<file path="src/rtl/uart_pkg.sv">
// Shared definitions for the UART/ALU command sequencer: FSM state codes and default widths.
package uart_pkg;

  localparam int DATA_W_DEF = 8;
  localparam int OP_W_DEF   = 6;

  typedef logic [2:0] state_t;

  localparam state_t GET_A   = 3'd0;
  localparam state_t GET_B   = 3'd1;
  localparam state_t GET_OP  = 3'd2;
  localparam state_t EXEC    = 3'd3;
  localparam state_t LATCH   = 3'd4;
  localparam state_t SEND    = 3'd5;
  localparam state_t WAIT_TX = 3'd6;

endpackage

</file>
<file path="src/rtl/edge_det.sv">
// Registered 0->1 detector: a level held high yields a single-cycle event.
module edge_det (
  input  logic clk,
  input  logic reset,
  input  logic sig,
  output logic rise
);

  logic prev;

  always_ff @(posedge clk or posedge reset) begin
    if (reset) prev <= 1'b0;
    else       prev <= sig;
  end

  assign rise = sig & ~prev;

endmodule

</file>
<file path="src/rtl/uart_alu_sequencer.sv">
// Collects A/B/opcode bytes from the UART receiver, runs them through the ALU and sends the result.
// Optional inter-byte timeout with sticky frame_err is built when RX_TIMEOUT_EN is defined.
module uart_alu_sequencer
  import uart_pkg::*;
#(
  parameter int DATA_W         = DATA_W_DEF,
  parameter int OP_W           = OP_W_DEF,
  parameter int TIMEOUT_CYCLES = 1_000_000
) (
  input  logic              clk,
  input  logic              reset,
  input  logic              rx_done,
  input  logic [DATA_W-1:0] rx_data,
  input  logic [DATA_W-1:0] alu_result,
  input  logic              tx_done,
  output logic [DATA_W-1:0] alu_a,
  output logic [DATA_W-1:0] alu_b,
  output logic [OP_W-1:0]   alu_op,
  output logic [DATA_W-1:0] tx_data,
  output logic              tx_start,
  output logic              busy,
  output logic              frame_err
);

  state_t state, state_nxt;
  logic   rx_edge, tx_edge, timeout;

  edge_det u_rx_edge (.clk(clk), .reset(reset), .sig(rx_done), .rise(rx_edge));
  edge_det u_tx_edge (.clk(clk), .reset(reset), .sig(tx_done), .rise(tx_edge));

`ifdef RX_TIMEOUT_EN
  localparam int CNT_W = $clog2(TIMEOUT_CYCLES);

  logic [CNT_W-1:0] to_cnt;
  logic             mid_frame;

  assign mid_frame = (state == GET_B) || (state == GET_OP);
  assign timeout   = mid_frame && !rx_edge && (to_cnt == CNT_W'(TIMEOUT_CYCLES - 1));

  always_ff @(posedge clk or posedge reset) begin
    if (reset)                      to_cnt <= '0;
    else if (rx_edge || !mid_frame) to_cnt <= '0;
    else                            to_cnt <= to_cnt + 1'b1;
  end

  always_ff @(posedge clk or posedge reset) begin
    if (reset)                              frame_err <= 1'b0;
    else if (timeout)                       frame_err <= 1'b1;
    else if (state == GET_A && rx_edge)     frame_err <= 1'b0;
  end
`else
  assign timeout   = 1'b0;
  assign frame_err = 1'b0;
`endif

  always_ff @(posedge clk or posedge reset) begin
    if (reset) state <= GET_A;
    else       state <= state_nxt;
  end

  // rx edges outside the three capture states fall through unused, so they are dropped
  always_comb begin
    state_nxt = state;
    case (state)
      GET_A:   if (rx_edge) state_nxt = GET_B;
      GET_B:   if (timeout) state_nxt = GET_A;
               else if (rx_edge) state_nxt = GET_OP;
      GET_OP:  if (timeout) state_nxt = GET_A;
               else if (rx_edge) state_nxt = EXEC;
      EXEC:    state_nxt = LATCH;
      LATCH:   state_nxt = SEND;
      SEND:    state_nxt = WAIT_TX;
      WAIT_TX: if (tx_edge) state_nxt = GET_A;
      default: state_nxt = GET_A;
    endcase
  end

  always_comb begin
    tx_start = 1'b0;
    if (state == SEND) tx_start = 1'b1;
  end

  always_ff @(posedge clk or posedge reset) begin
    if (reset) begin
      alu_a   <= '0;
      alu_b   <= '0;
      alu_op  <= '0;
      tx_data <= '0;
      busy    <= 1'b0;
    end else begin
      case (state)
        GET_A: if (rx_edge) begin
          alu_a <= rx_data;
          busy  <= 1'b1;
        end
        GET_B: begin
          if (timeout)      busy  <= 1'b0;
          else if (rx_edge) alu_b <= rx_data;
        end
        GET_OP: begin
          if (timeout)      busy   <= 1'b0;
          else if (rx_edge) alu_op <= rx_data[OP_W-1:0];
        end
        LATCH:   tx_data <= alu_result;
        WAIT_TX: if (tx_edge) busy <= 1'b0;
        default: ;
      endcase
    end
  end

endmodule
</file>
<file path="config.mk">
export PLATFORM = sky130hd
export DESIGN_NAME = uart_alu_sequencer
export DESIGN_NICKNAME = d
export VERILOG_FILES = /design/src/rtl/uart_pkg.sv /design/src/rtl/edge_det.sv /design/src/rtl/uart_alu_sequencer.sv
export SDC_FILE = /design/constraint.sdc
export NUM_CORES = 1
export LEC_CHECK = 0
export ABC_CLOCK_PERIOD_IN_PS = 2120
export CAP_MARGIN = 10
export CORE_UTILIZATION = 45
export CTS_BUF_LIST = sky130_fd_sc_hd__clkbuf_2 sky130_fd_sc_hd__clkbuf_4 sky130_fd_sc_hd__clkbuf_8
export CTS_CLUSTER_DIAMETER = 80
export CTS_CLUSTER_SIZE = 16
export DETAILED_ROUTE_END_ITERATION = 16
export GPL_ROUTABILITY_DRIVEN = 0
export PLACE_DENSITY_LB_ADDON = 0.15
export SETUP_SLACK_MARGIN = 0.4
export SLEW_MARGIN = 25
export SYNTH_ARGS = -nofsm -noshare
export SYNTH_HDL_FRONTEND = slang
export SYNTH_SLANG_ARGS = --single-unit
</file>
<file path="constraint.sdc">
create_clock -name clk -period 2.12 [get_ports clk]
set_input_delay 0.212 -clock clk [delete_from_list [all_inputs] [get_ports clk]]
set_output_delay 0.212 -clock clk [all_outputs]
set_load 0.01 [all_outputs]
</file>
==> results.md <==
- RSZ-0062 raised after global routing: no
- Wire per inst: 14.00 µm
- Mapped Cells: between 90 and 100
- Worst R2R Setup Slack: 0.56 ns
- First-pass iteration count of the detailed router: 4
- Sw Ratio: ~30%
- TritonCTS clock tree: built
- Die Y: between 50 and 60 µm
- Sum Neg Setup Slack: 0 ns
- Net count, final: between 150 and 200
- Total of max-cap violations: 0
- Total power: roughly 3.0 mW
- Max Slew Vio Count: 0
- CP startpoint kind: register
- Drt drc: 0
- Register-to-Register Path Depth: 3
- Synth warn: 0
- Die Width: 58.67 µm
- Via Count: approximately 960
- IR drop worst, VDD: 0.8074 mV
- Syn Area/Cell: 15.21 µm²
- Register area share after synthesis: slightly above 60%
- Synth Net Count: 115
- GRT overflow: 0
- Synth cell types: 22
- Placed cell areas: between 0.0015 and 0.002 mm²
- Part of the power in the clock network: around 16%
- Reg-to-reg startpoint: state[2]
- Clk sinks: 36
- FF-to-FF End: alu_a[2]
- Clock-pin slew on the worst setup and hold paths: approximately 0.11 ns
- Filler cell count: around 250
- Setup crit start: state[2]
- Critical path type: register to register
- CP cell instances: nor4b_4, and2_2, mux2_2
- Root buf cell: clkbuf_4
- Psw: between 0.9 and 1 mW
- Dpl hpwl: approximately 1900 µm
- Vias per std cell: around 4.9
- Finished Core Util: 68.57%
- FMAX: roughly 0.64 GHz
- Worst path slowest cell: dfrtp_2
- Final setup violation count: 0
- Storage element area: 904.6 µm²
- Max incr delay on CP: 0.50 ns
- Initial Utilization: between 40% and 50%
- IO Port Bufs: 51
- Comb power frac: 44.6%
- GRT Overall Usage: 18.80%
- Setup crit end: alu_a[2]
- Leak pwr: ~0.9 nW
- TritonCTS Buffers: 5
- FP Rows: 20
- Synth area leader: dfrtp_1
- Post-route cell area: approximately 0.0021 mm²
- CTS max path bufs: 2
- Post-Syn Area: between 0.001 and 0.0015 mm²
- Largest net degree at the start of global routing: 37
- Status: finished, final reports clean
- Fraction of layout cells with a size suffix above 1: between 30% and 40%
- DRT iter0 DRCs: 33
- CP top delay family: simple AND/OR/NAND/NOR gates
- CP Buf/Inv Count: 0
- Top-area cell type share of the netlist area: between 60 and 70%
- Endpoints failing hold: 0
- Hold Path Class: input pin to asynchronous set/reset pin
- Crit path required time: about 2.4 ns
- Die area: ~0.0034 mm²
- Crit Path Max Fanout: 10
- Sequential share of power: around two fifths
- Number of synthesized register bits: 36
- Tmin final: roughly 1.6 ns
- Post-DRT Antenna Nets: 0
- Max Clock Skew: a little under 0.007 ns
- Clock latency on the worst-skew pair: 0.34 ns
- Ports: 53
- Total wire length: about 2800 µm
- Final period utilization: between 70% and 80%
- Cell Int Power: 2.126 mW
- Core ar.: between 0.003 and 0.004 mm²
- # diodes: 0
- H-tree depth: 2
- Power Density: approximately 1400 mW/mm²
- Initial antenna violation count: 0
- First-pass GRT wire length: between 4000 and 5000 µm
- CP arrival: approximately 1.8 ns
- Area grow syn2layout: 44.85%
- Vias in the first global route: 1,001
- CP Capture Type: register
- Largest cells by area after synthesis: dfrtp_1, mux2_2, nor4b_4
- Multi-input gate area: about 500 µm²
- CP Depth: 3
## per-stage QoR
stage | hold WS [ns] | instances | setup WS [ns]
4_1_cts | 0.2674 | 198 | 0.4492
5_1_grt | 0.3117 | 198 | 0.4680
3_5_place_dp | 0.4938 | 187 | 0.2444
6_report | 0.2707 | 198 | 0.5564
2_1_floorplan | 0.2434 | 95 | 0.6103
3_3_place_gp | 0.4879 | 187 | 0.3123
## registers in the layout, indices dropped and copies added (netlist names)
| name | flops |
|---|---|
| u_tx_edge.prev | 1 |
| tx_data | 8 |
| u_rx_edge.prev | 1 |
| busy | 1 |
| alu_op | 6 |
| alu_b | 8 |
| state | 3 |
| alu_a | 8 |
## layout make-up
class,count,area share [%]
Clock buffer,5,1.793
Multi-Input combinational cell,53,24.21
Clock inverter,3,2.032
Tap cell,44,2.630
Timing Repair Buffer,55,25.76
Sequential cell,36,43.22
Inverter,2,0.3586
## cells in the mapped netlist
cell type / count
dfrtp_1: 36
mux2_2: 30
nand2_1: 4
o21ai_0: 3
buf_4: 2
inv_1: 2
nor2_1: 2
nor2b_1: 2
a21oi_1: 1
a22o_1: 1
and2_1: 1
and3_1: 1
buf_2: 1
buf_6: 1
conb_1: 1
nand3_2: 1
nand3b_1: 1
nor3b_2: 1
nor3b_4: 1
nor4b_4: 1
o22ai_1: 1
o32ai_1: 1
## routing by layer
| layer | global-route usage, % | wire length, µm |
|---|---|---|
| met2 | 29.56 | 1250 |
| met5 | 0 | 0 |
| met3 | 8.132 | 227 |
| met4 | 8.503 | 73 |
| met1 | 22.50 | 1220 |
## power groups by stage
stage | Clock [mW] | Combinational, mW | Sequential, mW
after detailed placement | 0 | 1.31 | 1.23
final | 0.474 | 1.35 | 1.21
after global routing | 0.516 | 1.45 | 1.25
after global placement | 0 | 1.28 | 1.22
after CTS | 0.490 | 1.37 | 1.21
after floorplan | 0 | 0.535 | 1.31
## worst min-delay path by stage
stage                      to  slack, ns  cells after the start
2_1_floorplan  u_rx_edge.prev       0.24                      0
3_3_place_gp       tx_data[6]       0.49                      1
3_5_place_dp         alu_b[4]       0.49                      1
4_1_cts              alu_a[1]       0.27                      3
5_1_grt              alu_a[1]       0.31                      3
6_report           tx_data[5]       0.27                      3
## cell usage in the layout, fill, tap and decap left out, drive strengths merged
master,count
nor3b,2
and3,1
clkinvlp,1
a21oi,1
inv,2
nor4b,1
nor2b,2
clkinv,1
and2,1
nor2,2
clkdlybuf4s50,50
mux2,30
buf,4
o21ai,3
nand3b,1
o22ai,1
a22o,1
bufinv,1
nand3,1
dfrtp,36
conb,1
o32ai,1
dlygate4sd2,1
clkbuf,5
nand2,4
## worst min-delay path, stage by stage
cell and delay, ns:
clkdlybuf4s50_1 0.40, inv_1 0.05, buf_4 0.38
## what timing repair did
action,4_1_cts,5_1_grt
buffers inserted,3,0
pin swaps,0,0
setup endpoints to repair,9,8
gates resized for setup,5,1
hold buffers,0,0
gates cloned,0,0
## cell families after synthesis
kind of cell,count (synthesis),share of synthesized area [%]
compound gates,7,3.030
buf+inv,6,2.683
flops,36,62.34
mux,30,23.38
other cells,1,0.2595
simple gates,15,8.312
Power figures use the tool's default switching activity.
